`src/rtl/dataram_pkg.sv`:
```
// Shared types and helpers for the DATARAM initiator: op codes, FSM states, bit-address decode.
package dataram_pkg;

    typedef enum logic [2:0] {
        OpRdByte = 3'b000,
        OpWrByte = 3'b001,
        OpRdBit  = 3'b010,
        OpWrBit  = 3'b011,
        OpRdRn   = 3'b100,
        OpWrRn   = 3'b101,
        OpRdInd  = 3'b110,
        OpWrInd  = 3'b111
    } op_e;

    // op[2:1] selects the addressing mode, op[0] is the write flag
    typedef enum logic [1:0] {
        KindByte = 2'b00,
        KindBit  = 2'b01,
        KindRn   = 2'b10,
        KindInd  = 2'b11
    } kind_e;

    typedef enum logic [1:0] {
        StIdle = 2'b00,
        StPtr  = 2'b01,
        StAcc  = 2'b10,
        StRsp  = 2'b11
    } state_e;

    localparam logic [7:0] BIT_AREA_BASE = 8'h20;
    localparam logic [7:0] SFR_BIT_BASE  = 8'h80;

    // Low bit addresses map into the 0x20..0x2F bit area; high ones into bit-addressable SFRs.
    function automatic logic [7:0] bitaddr_to_byte(input logic [7:0] bit_addr);
        if (bit_addr < SFR_BIT_BASE) begin
            return BIT_AREA_BASE + {4'b0000, bit_addr[6:3]};
        end
        return {bit_addr[7:3], 3'b000};
    endfunction

endpackage

```
`src/rtl/dataram_bitdec.sv`:
```
// Combinational bit-address decoder: bit address -> byte address and one-hot bit position.
module dataram_bitdec
    import dataram_pkg::*;
(
    input  logic [7:0] bit_addr_i,
    output logic [7:0] byte_addr_o,
    output logic [7:0] position_o
);

    assign byte_addr_o = bitaddr_to_byte(bit_addr_i);
    assign position_o  = 8'b0000_0001 << bit_addr_i[2:0];

endmodule

```
`src/rtl/dataram_ctrl.sv`:
```
// DATARAM initiator: one CPU request at a time (byte/bit/Rn/@Ri), drives the RAM CS sequence.
// Build option: DATARAM_CTRL_INDIRECT_EN enables the @Ri pointer fetch; otherwise @Ri ops abort.
module dataram_ctrl
    import dataram_pkg::*;
#(
    parameter int unsigned RD_LAT   = 1,
    parameter logic [7:0]  IRAM_TOP = 8'h7F
) (
    input  logic       clk,
    input  logic       rst_n,
    input  logic       req_valid,
    output logic       req_ready,
    input  logic [2:0] req_op,
    input  logic [7:0] req_arg,
    input  logic [7:0] req_wdata,
    input  logic       req_wbit,
    input  logic [1:0] rs,
    output logic       rsp_valid,
    output logic [7:0] rsp_data,
    output logic       rsp_bit,
    output logic       rsp_err,
    output logic       mem_cs_n,
    output logic       mem_rw,
    output logic       mem_bb,
    output logic [7:0] mem_addr,
    output logic [7:0] mem_position,
    output logic [7:0] mem_din,
    output logic       mem_bin,
    input  logic [7:0] mem_dout,
    input  logic       mem_bout
);

    localparam int unsigned RdLat   = (RD_LAT == 0) ? 1 : RD_LAT;
    localparam logic [7:0]  LastCnt = 8'(RdLat - 1);

    state_e     state_q, state_d;
    logic [7:0] cnt_q, cnt_d;
    logic [7:0] ptr_q, ptr_d;
    logic       err_q, err_d;
    logic [7:0] rdata_q, rdata_d;
    logic       rbit_q, rbit_d;
    logic       rdy_q;

    op_e        op_q;
    logic [7:0] arg_q, wdata_q;
    logic       wbit_q;
    logic [1:0] rs_q;

    logic       is_wr;
    kind_e      kind;
    logic [7:0] bit_byte, bit_pos;

    assign is_wr    = op_q[0];
    assign kind     = kind_e'(op_q[2:1]);
    assign rsp_data = rdata_q;
    assign rsp_bit  = rbit_q;

    dataram_bitdec u_bitdec (
        .bit_addr_i  (arg_q),
        .byte_addr_o (bit_byte),
        .position_o  (bit_pos)
    );

    always_ff @(posedge clk or negedge rst_n) begin
        if (!rst_n) begin
            state_q <= StIdle;
            cnt_q   <= '0;
            ptr_q   <= '0;
            err_q   <= 1'b0;
            rdata_q <= '0;
            rbit_q  <= 1'b0;
            rdy_q   <= 1'b0;
            op_q    <= OpRdByte;
            arg_q   <= '0;
            wdata_q <= '0;
            wbit_q  <= 1'b0;
            rs_q    <= '0;
        end else begin
            state_q <= state_d;
            cnt_q   <= cnt_d;
            ptr_q   <= ptr_d;
            err_q   <= err_d;
            rdata_q <= rdata_d;
            rbit_q  <= rbit_d;
            rdy_q   <= 1'b1;
            if (req_valid && req_ready) begin
                op_q    <= op_e'(req_op);
                arg_q   <= req_arg;
                wdata_q <= req_wdata;
                wbit_q  <= req_wbit;
                rs_q    <= rs;
            end
        end
    end

    always_comb begin
        state_d      = state_q;
        cnt_d        = cnt_q;
        ptr_d        = ptr_q;
        err_d        = err_q;
        rdata_d      = rdata_q;
        rbit_d       = rbit_q;
        req_ready    = 1'b0;
        rsp_valid    = 1'b0;
        rsp_err      = 1'b0;
        mem_cs_n     = 1'b1;
        mem_rw       = 1'b1;
        mem_bb       = 1'b1;
        mem_addr     = '0;
        mem_position = '0;
        mem_din      = '0;
        mem_bin      = 1'b0;

        unique case (state_q)
            StIdle: begin
                req_ready = rdy_q;
                if (req_valid && rdy_q) begin
                    err_d = 1'b0;
                    cnt_d = '0;
                    if (kind_e'(req_op[2:1]) == KindInd) begin
`ifdef DATARAM_CTRL_INDIRECT_EN
                        state_d = StPtr;
`else
                        state_d = StRsp;
                        err_d   = 1'b1;
`endif
                    end else begin
                        state_d = StAcc;
                    end
                end
            end
            StPtr: begin
                mem_cs_n = 1'b0;
                mem_addr = {3'b000, rs_q, 2'b00, arg_q[0]};
                if (cnt_q == LastCnt) begin
                    cnt_d = '0;
                    ptr_d = mem_dout;
                    // An out-of-range pointer never reaches the bus
                    if (mem_dout > IRAM_TOP) begin
                        err_d   = 1'b1;
                        state_d = StRsp;
                    end else begin
                        state_d = StAcc;
                    end
                end else begin
                    cnt_d = cnt_q + 8'd1;
                end
            end
            StAcc: begin
                mem_cs_n = 1'b0;
                mem_rw   = ~is_wr;
                unique case (kind)
                    KindByte: mem_addr = arg_q;
                    KindBit: begin
                        mem_bb       = 1'b0;
                        mem_addr     = bit_byte;
                        mem_position = bit_pos;
                    end
                    KindRn:   mem_addr = {3'b000, rs_q, arg_q[2:0]};
                    KindInd:  mem_addr = ptr_q;
                endcase
                if (is_wr) begin
                    if (kind == KindBit) mem_bin = wbit_q;
                    else                 mem_din = wdata_q;
                end
                if (is_wr || cnt_q == LastCnt) begin
                    cnt_d   = '0;
                    state_d = StRsp;
                    if (!is_wr) begin
                        rdata_d = mem_dout;
                        rbit_d  = mem_bout;
                    end
                end else begin
                    cnt_d = cnt_q + 8'd1;
                end
            end
            StRsp: begin
                rsp_valid = 1'b1;
                rsp_err   = err_q;
                state_d   = StIdle;
            end
        endcase
    end

endmodule

```
`config.mk`:
```
export PLATFORM = sky130hd
export DESIGN_NAME = dataram_ctrl
export DESIGN_NICKNAME = d
export VERILOG_FILES = /design/src/rtl/dataram_pkg.sv /design/src/rtl/dataram_bitdec.sv /design/src/rtl/dataram_ctrl.sv
export SDC_FILE = /design/constraint.sdc
export NUM_CORES = 1
export LEC_CHECK = 0
export CORE_UTILIZATION = 47
export DETAILED_ROUTE_END_ITERATION = 10
export PLACE_DENSITY = 0.82
export SLEW_MARGIN = 30
export SYNTH_ARGS = -nofsm -noshare
export SYNTH_HDL_FRONTEND = slang
export SYNTH_SLANG_ARGS = --single-unit
```
`constraint.sdc`:
```
create_clock -name clk -period 2.15 [get_ports clk]
set_input_delay 0.3225 -clock clk [delete_from_list [all_inputs] [get_ports clk]]
set_output_delay 0.3225 -clock clk [all_outputs]
set_load 0.01 [all_outputs]
```
# Word-level counts from Yosys, hierarchy flattened
# Cells that the tools add are included.
# totals
ff_bits	51
out_inout_bits	40
wordCells	78
# classes
n_addsub	2
magnitude_cmp	2
eq_ne	11
shift	1
muxes	35
bitwise_logic	1
n_reduce_logical	14
# ops
op	count
8-bit 2-to-1 mux	10
8-bit one-hot mux with 4 select lines	1
8-bit one-hot mux with 3 select lines	1
1-bit 2-to-1 mux	17
8-bit one-hot mux with 2 select lines	1
2-bit == test, second input constant	5
8-bit by 1-bit adder with 8-bit output, second input constant	1
8-bit by 7-bit > comparator with 1-bit output, second input constant	1
8-bit logical NOT	1
8-bit < comparator, second input constant	1
2-bit != test, second input constant	4
2-bit one-hot mux with 4 select lines	1
1-bit by 3-bit << shifter with 8-bit output, first input constant	1
6-bit by 4-bit adder with 7-bit output, first input constant	1
2-bit 2-to-1 mux	3
3-bit AND reduction	2
2-bit by 1-bit == test with 1-bit output, second input constant	2
2-bit logical NOT	2
2-bit AND reduction	2
4-bit AND reduction	1
3-bit nonzero test	1
1-bit logical AND	2
1-bit one-hot mux with 2 select lines	1
2-bit nonzero test	1
3 further kinds	3

# Logic depth before layout (Yosys ltp)
# depth
word_depth	5
depth_mapped	8
mapped_depth_nobuf	6

# By module
# A second synthesis with hierarchy kept.
# unflattened
cells_unflattened	234
area_unflattened_um2	2703.8
# by_module_without_submodules
mod	n_inst	cells_per_inst	area_per_inst_um2
dataram_ctrl	1	218	2572.5
dataram_bitdec	1	16	131.4

# Least setup slack after synthesis
# Ideal clock, no wire load.
# synth_path
path_type	reg-to-output
from	register state_q[0]
to	output mem_position[0]
arrival_time_ns	1.556
setup_slack_ns	0.272
path_stages_with_launch	7
path_buffers	1
path_cell_list	dfrtp_1 > inv_1 > ha_1 > clkbuf_1 > nand2_1 > or2_2 > nor3_1
# synth_via
elab_chain_cells	2
# synth_lines
element	line	text
from (decl)	dataram_ctrl.sv:36	state_e state_q, state_d;
from (signal assigned)	dataram_ctrl.sv:66	state_q <= StIdle;
from (signal assigned)	dataram_ctrl.sv:79	state_q <= state_d;
2-bit == test	dataram_ctrl.sv:114	unique case (state_q)
8-bit 2-to-1 mux	dataram_ctrl.sv:114	
to (decl)	dataram_ctrl.sv:26	output logic [7:0] mem_position,
# No other way between the ends.

# Worst setup path in the final report
# layout_path
from	register op_q[2]
to	output mem_addr[3]
# layout_via
elab_chain_cells	3
elab_cells_between_ends	6
# layout_lines
element	line	text
from (decl)	dataram_ctrl.sv:44	op_e op_q;
from (signal assigned)	dataram_ctrl.sv:73	op_q <= OpRdByte;
from (signal assigned)	dataram_ctrl.sv:87	op_q <= op_e'(req_op);
2-bit == test, or another cell as far along	dataram_ctrl.sv:152	unique case (kind)
8-bit one-hot mux with 4 select lines *	dataram_ctrl.sv:152	
8-bit one-hot mux with 2 select lines *	dataram_ctrl.sv:114	
to (decl)	dataram_ctrl.sv:25	output logic [7:0] mem_addr,
# Mark *: on every way between the ends. The rest lies on a longest branch, timed or not.

==> metrics.txt <==
status=completed; critical-path cell list=buf_4, buf_4, nor2b_1, a211oi_2, a211oi_2, a31o_2, dlygate4sd2_1; initial antenna violation count=0; HP Class=reg2reg; Sink Count=51; total congestion overflow=0; WL/cell=15.22 um; Reg area=1277 um^2; post-synth design cell area=2571 um^2; core box area=5172 um^2; Worst Path Class, Setup=reg2out; DR vias=2019; Die Ht=75.97 um; Synth cell types=40; fin nets=363; crit end category=primary output; ys flop type=dfrtp_1; Synth Area in Adders=3.893%; Synth Instances=228; Seq cells post-synth=51; row count=26; RR Startpoint=cnt_q[0]; CTS tree=yes; Synth Net Count=270; final slew viol count=0; FMAX=0.4703 GHz; minimum clock period=2.126 ns; global-route usage over all layers=22.03%; mux contribution to synthesized area=18.49%; fin crit share=98.89%; Pleak=0.001648 uW; slew at the pin closest to its max-slew limit=0.5476 ns; number of global-route vias before repair=2056; main area contributors after synthesis=dfrtp_1, mux2_2, ha_1, nor2_1, and2_1; DRT Pass-1 Iters=4; HP Start=wdata_q[4]; maximum number of pins on one net before global-route repair=23; layout cells sized above 1=28.88%; Final setup viols=0; utilization after layout=70.10%; Critical Path Start=op_q[2]; arrival time worst endpoint=1.80 ns; sequential area share after synthesis=49.64%; Syn-to-layout area delta=41.02%; MaxCap Viol Count=0; post-DR vias/cell=5.151; Worst Path Required=1.83 ns; Post-Synth Simple-Gate Area=15.86%; gp weighted congestion=0.8482; crit start category=flip-flop; largest family of logic cells by synthesized area=multiplexers; CP peak stage delay=0.40 ns; Starting DRT DRC Count=103; H-tree depth reported by CTS=2; Pwr Total=4684 uW; Post-route DRC=0; Pwr Density=1292 nW/um^2; die boundary width=75.97 um; VDD IR max=0.0007320 V; Ant. Diodes=0; most common cell after layout, fill and taps aside=dfrtp_1; # port buffers=73; # fillers=393; DP Wirelength=4345 um; xor/xnor cell area share of the yosys netlist=2.044%; Post-Route WL=5967 um; CTS Root Cell=clkbuf_8; Die ar.=5771 um^2; Starting Density=49.71%; Compound-Gate Fraction of Synth Area=7.543%; most frequent cells in the layout=dfrtp_1, clkdlybuf4s50_1, mux2_2, nor2_1, buf_4; post-detailed-route count of antenna-violating nets=0; endpoints failing hold=0; ys async rst share=100.0%; Worst Setup Slack, final=0.02382 ns; maximum clock insertion buffer count=2; Max stage delay cell, worst path=dfrtp_1; area of the multi-input gates=1282 um^2; Synth top area share=49.64%; clock latency on the worst-skew pair=0.31 ns; first-pass GRT wire length=9942 um; Synth area leader=dfrtp_1; CTS Buf Count=5; RSZ-0062 raised after global routing=true; CP max FO=4; EDFF count, synth=0; syn_area_per_cell=11.28 um^2; Ys Warns=0; clk slew on worst S/H paths=0.09 ns; Clock Skew=0.004444 ns; # IOs=74; pre-CTS WS=-0.03029 ns; relative slew slack=63.42%
worst paths after layout:
kind	slack, ns	cells past startpoint	end
worst max-delay path	0.02	7	mem_addr[3]
min in group asynchronous	0.51	2	ptr_q[0]
worst max register to register	0.18	6	cnt_q[7]
max in group asynchronous	1.02	3	arg_q[7]
worst min register to register	0.50	1	wdata_q[4]
worst min-delay path	0.50	1	wdata_q[4]
critical path, delay by kind of cell (launching register included):
kind,cells,cell delay (ns)
buf+inv,3,0.56
compound gates,3,0.48
flops,1,0.40
simple gates,1,0.06
metal layers:
| metal | vias to the layer above | part of all wire [%] | global-route usage, % |
|---|---|---|---|
| met2 | 49 | 48 | 35.64 |
| met3 | 9 | 4.4 | 5.060 |
| met1 | 979 | 45 | 29.23 |
| met4 | 0 | 2.0 | 7.500 |
| li1 | 982 | - | - |
| met5 | - | 0 | 0 |
repair_timing:
| item | CTS | global route |
|---|---|---|
| pin swaps | 0 | 2 |
| hold buffers | 1 | 0 |
| endpoints found under the setup margin | 25 | 19 |
| gates cloned | 0 | 0 |
| buffers inserted | 2 | 2 |
| resized for setup | 28 | 24 |
| endpoints found under the hold margin | 20 | 0 |
through the flow:
step                cells  area, um^2  TNS [ns]  hold slack (ns)
floorplan             228        2571         0          0.02691
global placement      379        3470         0           0.3120
detailed placement    379        3470  -0.03029           0.3204
CTS                   390        3583         0           0.5115
global route          392        3626  -0.04116           0.5268
finish                392        3626         0           0.5038
kinds of logic (layout without fill, tap and decap cells):
group | count (synthesis) | after routing
xor+xnor | 6 | 6
fa+ha+maj | 8 | 8
buf+inv | 15 | 109
mux | 42 | 42
flops | 51 | 51
other cells | 1 | 1
compound gates | 28 | 28
simple gates | 77 | 77
synthesized netlist by cell type, types with 4 or more instances:
master	count
dfrtp_1	51
xnor2_1	6
and2_1	12
mux2_2	40
nand2_1	17
buf_2	4
a21oi_1	4
nand3_1	5
o21ai_0	5
a211oi_1	5
nor2_1	21
ha_1	8
clkbuf_1	4
inv_1	7
nor3_1	4
where the power goes:
group	switching, uW	total (uW)	internal, uW
clock network	317	610	293
logic	1090	2430	1350
registers	275	1640	1370
total	1680	4680	3010
cell type report:
type | instances | share of cell area, %
sequential | 51 | 35.23
clock buffer | 7 | 2.657
inverter | 7 | 0.7246
clock inverter | 1 | 0.2070
tap | 70 | 2.415
timing repair buffer | 94 | 23.40
multi-input combinational | 162 | 35.37
registers in the layout, indices dropped and copies added (netlist names):
register	count
ptr_q	8
rdy_q	1
cnt_q	8
rs_q	2
wdata_q	8
rsp_bit	1
arg_q	8
rsp_data	8
state_q	2
wbit_q	1
err_q	1
op_q	3
Power figures use the tool's default switching activity.
